--- src/rtl/rr_arb4.sv ---
// Four-way round-robin arbiter with a registered one-hot grant, a per-owner
// hold limit (MAX_HOLD), enable-driven revoke and a forced-release timeout pulse.
module rr_arb4 #(
    parameter int unsigned MAX_HOLD = 8
) (
    input  logic       clk,
    input  logic       rst_n,
    input  logic       en,
    input  logic [3:0] req,
    output logic [3:0] grant,
    output logic [1:0] gnt_id,
    output logic       busy,
    output logic       timeout
);

    localparam logic [0:0] ST_IDLE  = 1'b0;
    localparam logic [0:0] ST_GRANT = 1'b1;
    localparam logic [7:0] HOLD_MAX = 8'(MAX_HOLD);

    logic [0:0] state_q, state_d;
    logic [1:0] ptr_q, ptr_d;
    logic [7:0] hold_q, hold_d;
    logic [3:0] grant_q, grant_d;
    logic [1:0] gnt_id_q, gnt_id_d;
    logic       timeout_q, timeout_d;

    logic [2:0] win_idle, win_rel;
    logic [1:0] ptr_rel;

    // Returns {found, index} of the first set request searching p, p+1, ... mod 4.
    function automatic logic [2:0] pick(input logic [3:0] r, input logic [1:0] p);
        logic [2:0] res;
        logic [1:0] idx;
        res = 3'b000;
        for (int k = 3; k >= 0; k--) begin
            idx = p + 2'(k);
            if (r[idx]) res = {1'b1, idx};
        end
        return res;
    endfunction

    always_comb begin
        state_d   = state_q;
        ptr_d     = ptr_q;
        hold_d    = hold_q;
        grant_d   = grant_q;
        gnt_id_d  = gnt_id_q;
        timeout_d = 1'b0;

        // Releasing owner goes to the back of the queue, so a forced owner
        // only wins again when nobody else is waiting.
        ptr_rel  = gnt_id_q + 2'd1;
        win_idle = pick(req, ptr_q);
        win_rel  = pick(req, ptr_rel);

        case (state_q)
            ST_IDLE: begin
                if (en && win_idle[2]) begin
                    state_d  = ST_GRANT;
                    grant_d  = 4'b0001 << win_idle[1:0];
                    gnt_id_d = win_idle[1:0];
                    hold_d   = 8'd1;
                end
            end
            ST_GRANT: begin
                if (!en) begin
                    state_d = ST_IDLE;
                    grant_d = 4'b0000;
                    ptr_d   = ptr_rel;
                    hold_d  = 8'd0;
                end else if (req[gnt_id_q] && hold_q < HOLD_MAX) begin
                    hold_d = hold_q + 8'd1;
                end else begin
                    ptr_d     = ptr_rel;
                    timeout_d = req[gnt_id_q];
                    if (win_rel[2]) begin
                        grant_d  = 4'b0001 << win_rel[1:0];
                        gnt_id_d = win_rel[1:0];
                        hold_d   = 8'd1;
                    end else begin
                        state_d = ST_IDLE;
                        grant_d = 4'b0000;
                        hold_d  = 8'd0;
                    end
                end
            end
            default: begin
                state_d = ST_IDLE;
                grant_d = 4'b0000;
                hold_d  = 8'd0;
            end
        endcase
    end

    always_ff @(posedge clk or negedge rst_n) begin
        if (!rst_n) begin
            state_q   <= ST_IDLE;
            ptr_q     <= 2'd0;
            hold_q    <= 8'd0;
            grant_q   <= 4'b0000;
            gnt_id_q  <= 2'd0;
            timeout_q <= 1'b0;
        end else begin
            state_q   <= state_d;
            ptr_q     <= ptr_d;
            hold_q    <= hold_d;
            grant_q   <= grant_d;
            gnt_id_q  <= gnt_id_d;
            timeout_q <= timeout_d;
        end
    end

    assign grant   = grant_q;
    assign gnt_id  = gnt_id_q;
    assign busy    = (state_q == ST_GRANT);
    assign timeout = timeout_q;

endmodule

--- config.mk ---
export PLATFORM = sky130hd
export DESIGN_NAME = rr_arb4
export DESIGN_NICKNAME = d
export VERILOG_FILES = /design/src/rtl/rr_arb4.sv
export SDC_FILE = /design/constraint.sdc
export NUM_CORES = 1
export LEC_CHECK = 0
export ABC_AREA = 1
export CAP_MARGIN = 20
export CORE_MARGIN = 5
export CORE_UTILIZATION = 35
export DETAILED_ROUTE_END_ITERATION = 8
export HOLD_SLACK_MARGIN = 0.1
export PLACE_DENSITY_LB_ADDON = 0.1
export RECOVER_POWER = 100
export SYNTH_ARGS = -nofsm -noshare
export SYNTH_HDL_FRONTEND = slang
export SYNTH_SLANG_ARGS = --single-unit
--- constraint.sdc ---
create_clock -name clk -period 1.6 [get_ports clk]
set_input_delay 0.32 -clock clk [delete_from_list [all_inputs] [get_ports clk]]
set_output_delay 0.32 -clock clk [all_outputs]
set_load 0.02 [all_outputs]
# After elaboration in Yosys (flattened, before gate mapping)
# Cells that the tools add are included.
[totals]
wordCells = 89
input_bits = 7
reg_bits = 18
output_inout_bits = 8
[op_classes]
muxes = 51
eq_ne = 6
n_addsub = 8
bitwise_logic = 1
magnitude_cmp = 10
shift = 2
n_reduce_logical = 5
[ops]
columns = ["cell", "count"]
rows = [
  ["2-bit by 3-bit less-than comparator with 1-bit output, second input constant", 9],
  ["3-bit 2-to-1 mux", 8],
  ["8-bit 2-to-1 mux", 3],
  ["1-bit binary-select mux with 2-bit select", 9],
  ["1-bit 2-to-1 mux", 17],
  ["4-bit 2-to-1 mux", 4],
  ["8-bit one-hot mux with 2 select lines", 1],
  ["2-bit 2-to-1 mux", 6],
  ["2-bit adder, second input constant", 4],
  ["8-bit by 1-bit adder with 8-bit output, second input constant", 1],
  ["8-bit by 4-bit less-than comparator with 1-bit output, second input constant", 1],
  ["2-bit != test, second input constant", 4],
  ["4-bit one-hot mux with 2 select lines", 1],
  ["1-bit by 2-bit left shift with 4-bit output, first input constant", 2],
  ["2-bit by 1-bit adder with 2-bit output, second input constant", 3],
  ["2-bit one-hot mux with 2 select lines", 1],
  ["2-bit AND reduction", 2],
  ["4-bit AND reduction", 1],
  ["3-bit != test, second input constant", 1],
  ["1-bit logical AND", 2],
  ["2-bit by 1-bit != test with 1-bit output, second input constant", 1],
  ["1-bit one-hot mux with 2 select lines", 1],
  ["1-bit NOT", 1],
]

# Depth between registers and ports, before layout
[depth]
ltp_word = 13
ltp_mapped = 15
ltp_nobuf = 14

# Least setup slack after synthesis
# OpenSTA, ideal clock, no wires.
[synth_path]
path_type = "register to register"
start = "register gnt_id_q[0] (netlist: gnt_id[0])"
end = "register grant_q[2] (netlist: grant[2])"
arrival_ps = 1417
slack_ps = 62
n_path_buf = 0
required_time_ps = 1478
stages_incl_launch_ff = 12
synth_period_minus_slack_ps = 1538
setup_ps = 122
cell_sequence = "dfrtp_1 inv_1 nand2_1 nand2_1 and2_1 nand2_2 nand2_4 nand2_4 nand2_2 inv_2 nor2_1 a21oi_1"
[synth_between]
elab_chain_len = 13
elab_cells_between_ends = 26
classes_between = "4 x add/sub; 1 x eq/ne; 1 x shift; 18 x mux; 2 x reduce/logical"
[synth_lines]
columns = ["element", "line_no", "rtl"]
rows = [
  ["start: declaration", "24", "logic [1:0] gnt_id_q, gnt_id_d;"],
  ["start signal: assignment", "108", "gnt_id_q <= gnt_id_d;"],
  ["2-bit by 1-bit adder with 2-bit output", "52", "ptr_rel = gnt_id_q + 2'd1;"],
  ["2-bit adder", "36", "idx = p + 2'(k);"],
  ["1-bit binary-select mux with 2-bit select", "37", "if (r[idx]) res = {1'b1, idx};"],
  ["1-bit 2-to-1 mux (not written as such)", "37", ""],
  ["3-bit 2-to-1 mux (4 in series)", "37", ""],
  ["1-bit by 2-bit left shift with 4-bit output", "77", "grant_d = 4'b0001 << win_rel[1:0];"],
  ["4-bit 2-to-1 mux", "76", "if (win_rel[2]) begin"],
  ["4-bit 2-to-1 mux", "71", "end else if (req[gnt_id_q] && hold_q < HOLD_MAX) begin"],
  ["4-bit 2-to-1 mux", "66", "if (!en) begin"],
  ["4-bit one-hot mux with 2 select lines", "56", "case (state_q)"],
  ["end signal: assignment", "107", "grant_q <= grant_d;"],
  ["end: declaration", "23", "logic [3:0] grant_q, grant_d;"],
]
# Several ways; a longest one is shown, not always the timed one. The select of a mux whose other input is x is not followed.
# A chain may end at the register's enable or synchronous reset.

# Final worst setup path
[layout_path]
start = "input port req[3]"
end = "register grant_q[2] (netlist: grant[2])"
[layout_between]
elab_chain_len = 11
elab_cells_between_ends = 38
classes_between = "2 x eq/ne; 2 x shift; 31 x mux; 3 x reduce/logical"
[layout_lines]
columns = ["element", "line_no", "rtl"]
rows = [
  ["start: declaration", "9", "input logic [3:0] req,"],
  ["1-bit binary-select mux with 2-bit select", "37", ""],
  ["1-bit 2-to-1 mux (not written as such)", "37", ""],
  ["3-bit 2-to-1 mux (4 in series)", "37", ""],
  ["1-bit by 2-bit left shift with 4-bit output", "77", ""],
  ["4-bit 2-to-1 mux", "76", ""],
  ["4-bit 2-to-1 mux", "71", ""],
  ["4-bit 2-to-1 mux", "66", ""],
  ["4-bit one-hot mux with 2 select lines", "56", ""],
]
# Several ways; a longest one is shown, not always the timed one. The select of a mux whose other input is x is not followed.

==> results.json <==
{
  "num_vias": 1333,
  "clock_latency_ns": 0.29,
  "start_util_pct": 36.8,
  "layout-drive-gt1-share_pct": 31.7,
  "diodes": 0,
  "instances_no_fill": 276,
  "synth.ff_latch_count": 18,
  "fin_nets": 239,
  "ir_drop_mv": 0.647,
  "grt_pass1_wl_um": 5310,
  "min_period_ns": 1.63,
  "hold_violations": 0,
  "worstPathArrival_ns": 1.82,
  "yosysWarnings": 0,
  "drv_cap": 0,
  "finalWirelength_um": 3180,
  "async_reset_ff_share_pct": 100,
  "stdcell_area_um2": 1710,
  "place_area_um2": 1560,
  "synth.area.top_cells": "dfrtp_1 36%, nand2_1 22%, nand3_1 8.8%",
  "cts_tree": "yes",
  "htreeDepth": 1,
  "setup_viol": 3,
  "clock.fmax_ghz": 0.614,
  "routedWlPerCell_um": 11.5,
  "p_per_area_nw_per_um2": 1850,
  "dp_hpwl_um": 2440,
  "period_share_pct": 102,
  "fillers": 348,
  "worstSetupPathType": "in2reg",
  "yosysMostFrequentCell": "nand2_1",
  "core_um2": 3390,
  "path_clk_slew_ns": 0.10,
  "cts.sinks": 18,
  "drtIter0Drc": 62,
  "worst_slack_ns": -0.0276,
  "yosysUniqueCellTypes": 24,
  "die-area_um2": 4850,
  "grt_pass1_vias": 1245,
  "synth_area_per_cell_um2": 6.46,
  "holdCritPathClass": "reg2reg",
  "ioPinCount": 15,
  "numCtsBuffers": 3,
  "die_w_um": 69.7,
  "rsz0062_at_grt": "true",
  "finalHoldWorstSlack_ns": 0.498,
  "dp_slack_ns": -0.316,
  "portBuffers": 14,
  "row_count": 21,
  "worstMarginPinSlew_ns": 0.982,
  "synth_common_cells": "73 x nand2_1, 23 x inv_1, 22 x nand3_1",
  "cp_max_fo": 5,
  "gr-total-overflow": 0,
  "yosysSeqAreaShare_pct": 36.1,
  "antenna_found_initial": 0,
  "synth_top_area_cell": "dfrtp_1",
  "syn_inst": 193,
  "critPathRequiredTime_ns": 1.79,
  "placed_cells": 268,
  "areaGrowthSynthToFinish_pct": 37.4,
  "root_buffer": "clkbuf_4",
  "cts.path.max_buffers": 2,
  "end_kind": "register",
  "start_kind": "input port",
  "antenna_left": 0,
  "leakage_nw": 0.931,
  "die_h_um": 69.7,
  "status": "finished, violations left",
  "drv_slew": 0,
  "synth-edff-count": 0,
  "relSlewSlack_pct": 34.5,
  "fin_skew_ns": 0.00489,
  "synth_fp_nets": 201,
  "dr.pass1.iters": 4,
  "grt_usage_pct": 13.2,
  "synth_top_area_share_pct": 36.1,
  "cts_hold_buf": 0,
  "drc": 0,
  "post-route-util_pct": 50.5,
  "grt_max_degree": 19,
  "viasPerCell": 4.83,
  "gp_congestion": 0.847,
  "violations": "negative setup slack",
  "syn-cell-area_um2": 1250,
  "synthFlopType": "dfrtp_1"
}
## flip-flops by register name (all words and copies together), names as in the netlist
name and cells:
busy 1, gnt_id 2, grant 4, hold_q 8, ptr_q 2, timeout 1
## power breakdown
part	switching, mW	internal, mW
registers	0.146	0.565
clock network	0.139	0.139
logic	1.30	0.876
## what timing repair did
action,in CTS,in global routing
resized for setup,12,43
endpoints found under the setup margin,7,17
pin swaps,1,11
buffers inserted,0,4
## final cells by class
type | count | area (um2) | area share [%]
Tap cell | 46 | 57.6 | 3.36
Clock buffer | 4 | 36.3 | 2.12
Inverter | 28 | 108 | 6.28
Multi-Input combinational cell | 145 | 787 | 45.9
Timing Repair Buffer | 35 | 272 | 15.9
Sequential cell | 18 | 453 | 26.4
## cell usage in the layout, fill, tap and decap left out, drive strengths merged
cell type	netlist	layout
nor2	16	16
clkinv	1	1
buf	2	20
ha	1	1
nand3	22	22
nand2	84	84
clkbuf	0	10
dlymetal6s2s	0	1
a21oi	3	3
nor3	1	1
nand4	2	2
and2	1	1
o21ai	11	11
inv	27	27
dlygate4sd2	0	2
nand3b	1	1
dfrtp	18	18
a21boi	1	1
o311ai	1	1
clkdlybuf4s50	0	5
dlygate4sd3	0	1
xor2	1	1
## worst paths after layout
kind                       startpoint         to  slack [ns]  depth (start not counted)
setup / recovery               req[3]   grant[2]       -0.03                         11
hold / removal              hold_q[4]  hold_q[4]        0.50                          2
setup reg to reg            gnt_id[0]   grant[2]       -0.01                         10
hold reg to reg             hold_q[4]  hold_q[4]        0.50                          2
max in group asynchronous       rst_n   ptr_q[0]        0.25                          2
min in group asynchronous       rst_n  gnt_id[0]        0.70                          2
## critical path: stages
cell	delay [ns]
clkdlybuf4s50_1	0.50
inv_1	0.09
nand2_4	0.09
nand2_1	0.06
and2_4	0.15
nand2_1	0.16
nand2_4	0.09
nand2_4	0.09
nand2_4	0.08
nor2_1	0.12
a21oi_1	0.07
## per-layer routing
layer | up-vias | track usage, % | part of all wire [%]
li1 | 679 | - | -
met1 | 622 | 16.9 | 48
met2 | 28 | 22.6 | 47
met3 | 4 | 3.19 | 3.6
met4 | 0 | 2.55 | 1.0
met5 | - | 0 | 0
## kinds of logic after synthesis
kind of cell / Yosys count / share of synthesized area, %
XOR/XNOR: 1 / 0.703
adder cells (fa/ha/maj): 1 / 1.00
flip-flops: 18 / 36.1
AO/OA/AOI/OAI: 16 / 7.53
AND/OR/NAND/NOR: 127 / 44.9
buffers and inverters: 30 / 9.74
## metrics by stage
step | power (mW) | setup TNS [ns]
2_1_floorplan | 1.94 | 0
3_3_place_gp | 2.54 | -3.33
3_5_place_dp | 2.56 | -3.86
4_1_cts | 2.88 | 0
5_1_grt | 3.47 | -1.07
6_report | 3.16 | -0.0358
Note: power is estimated with default switching activity, not from simulation.
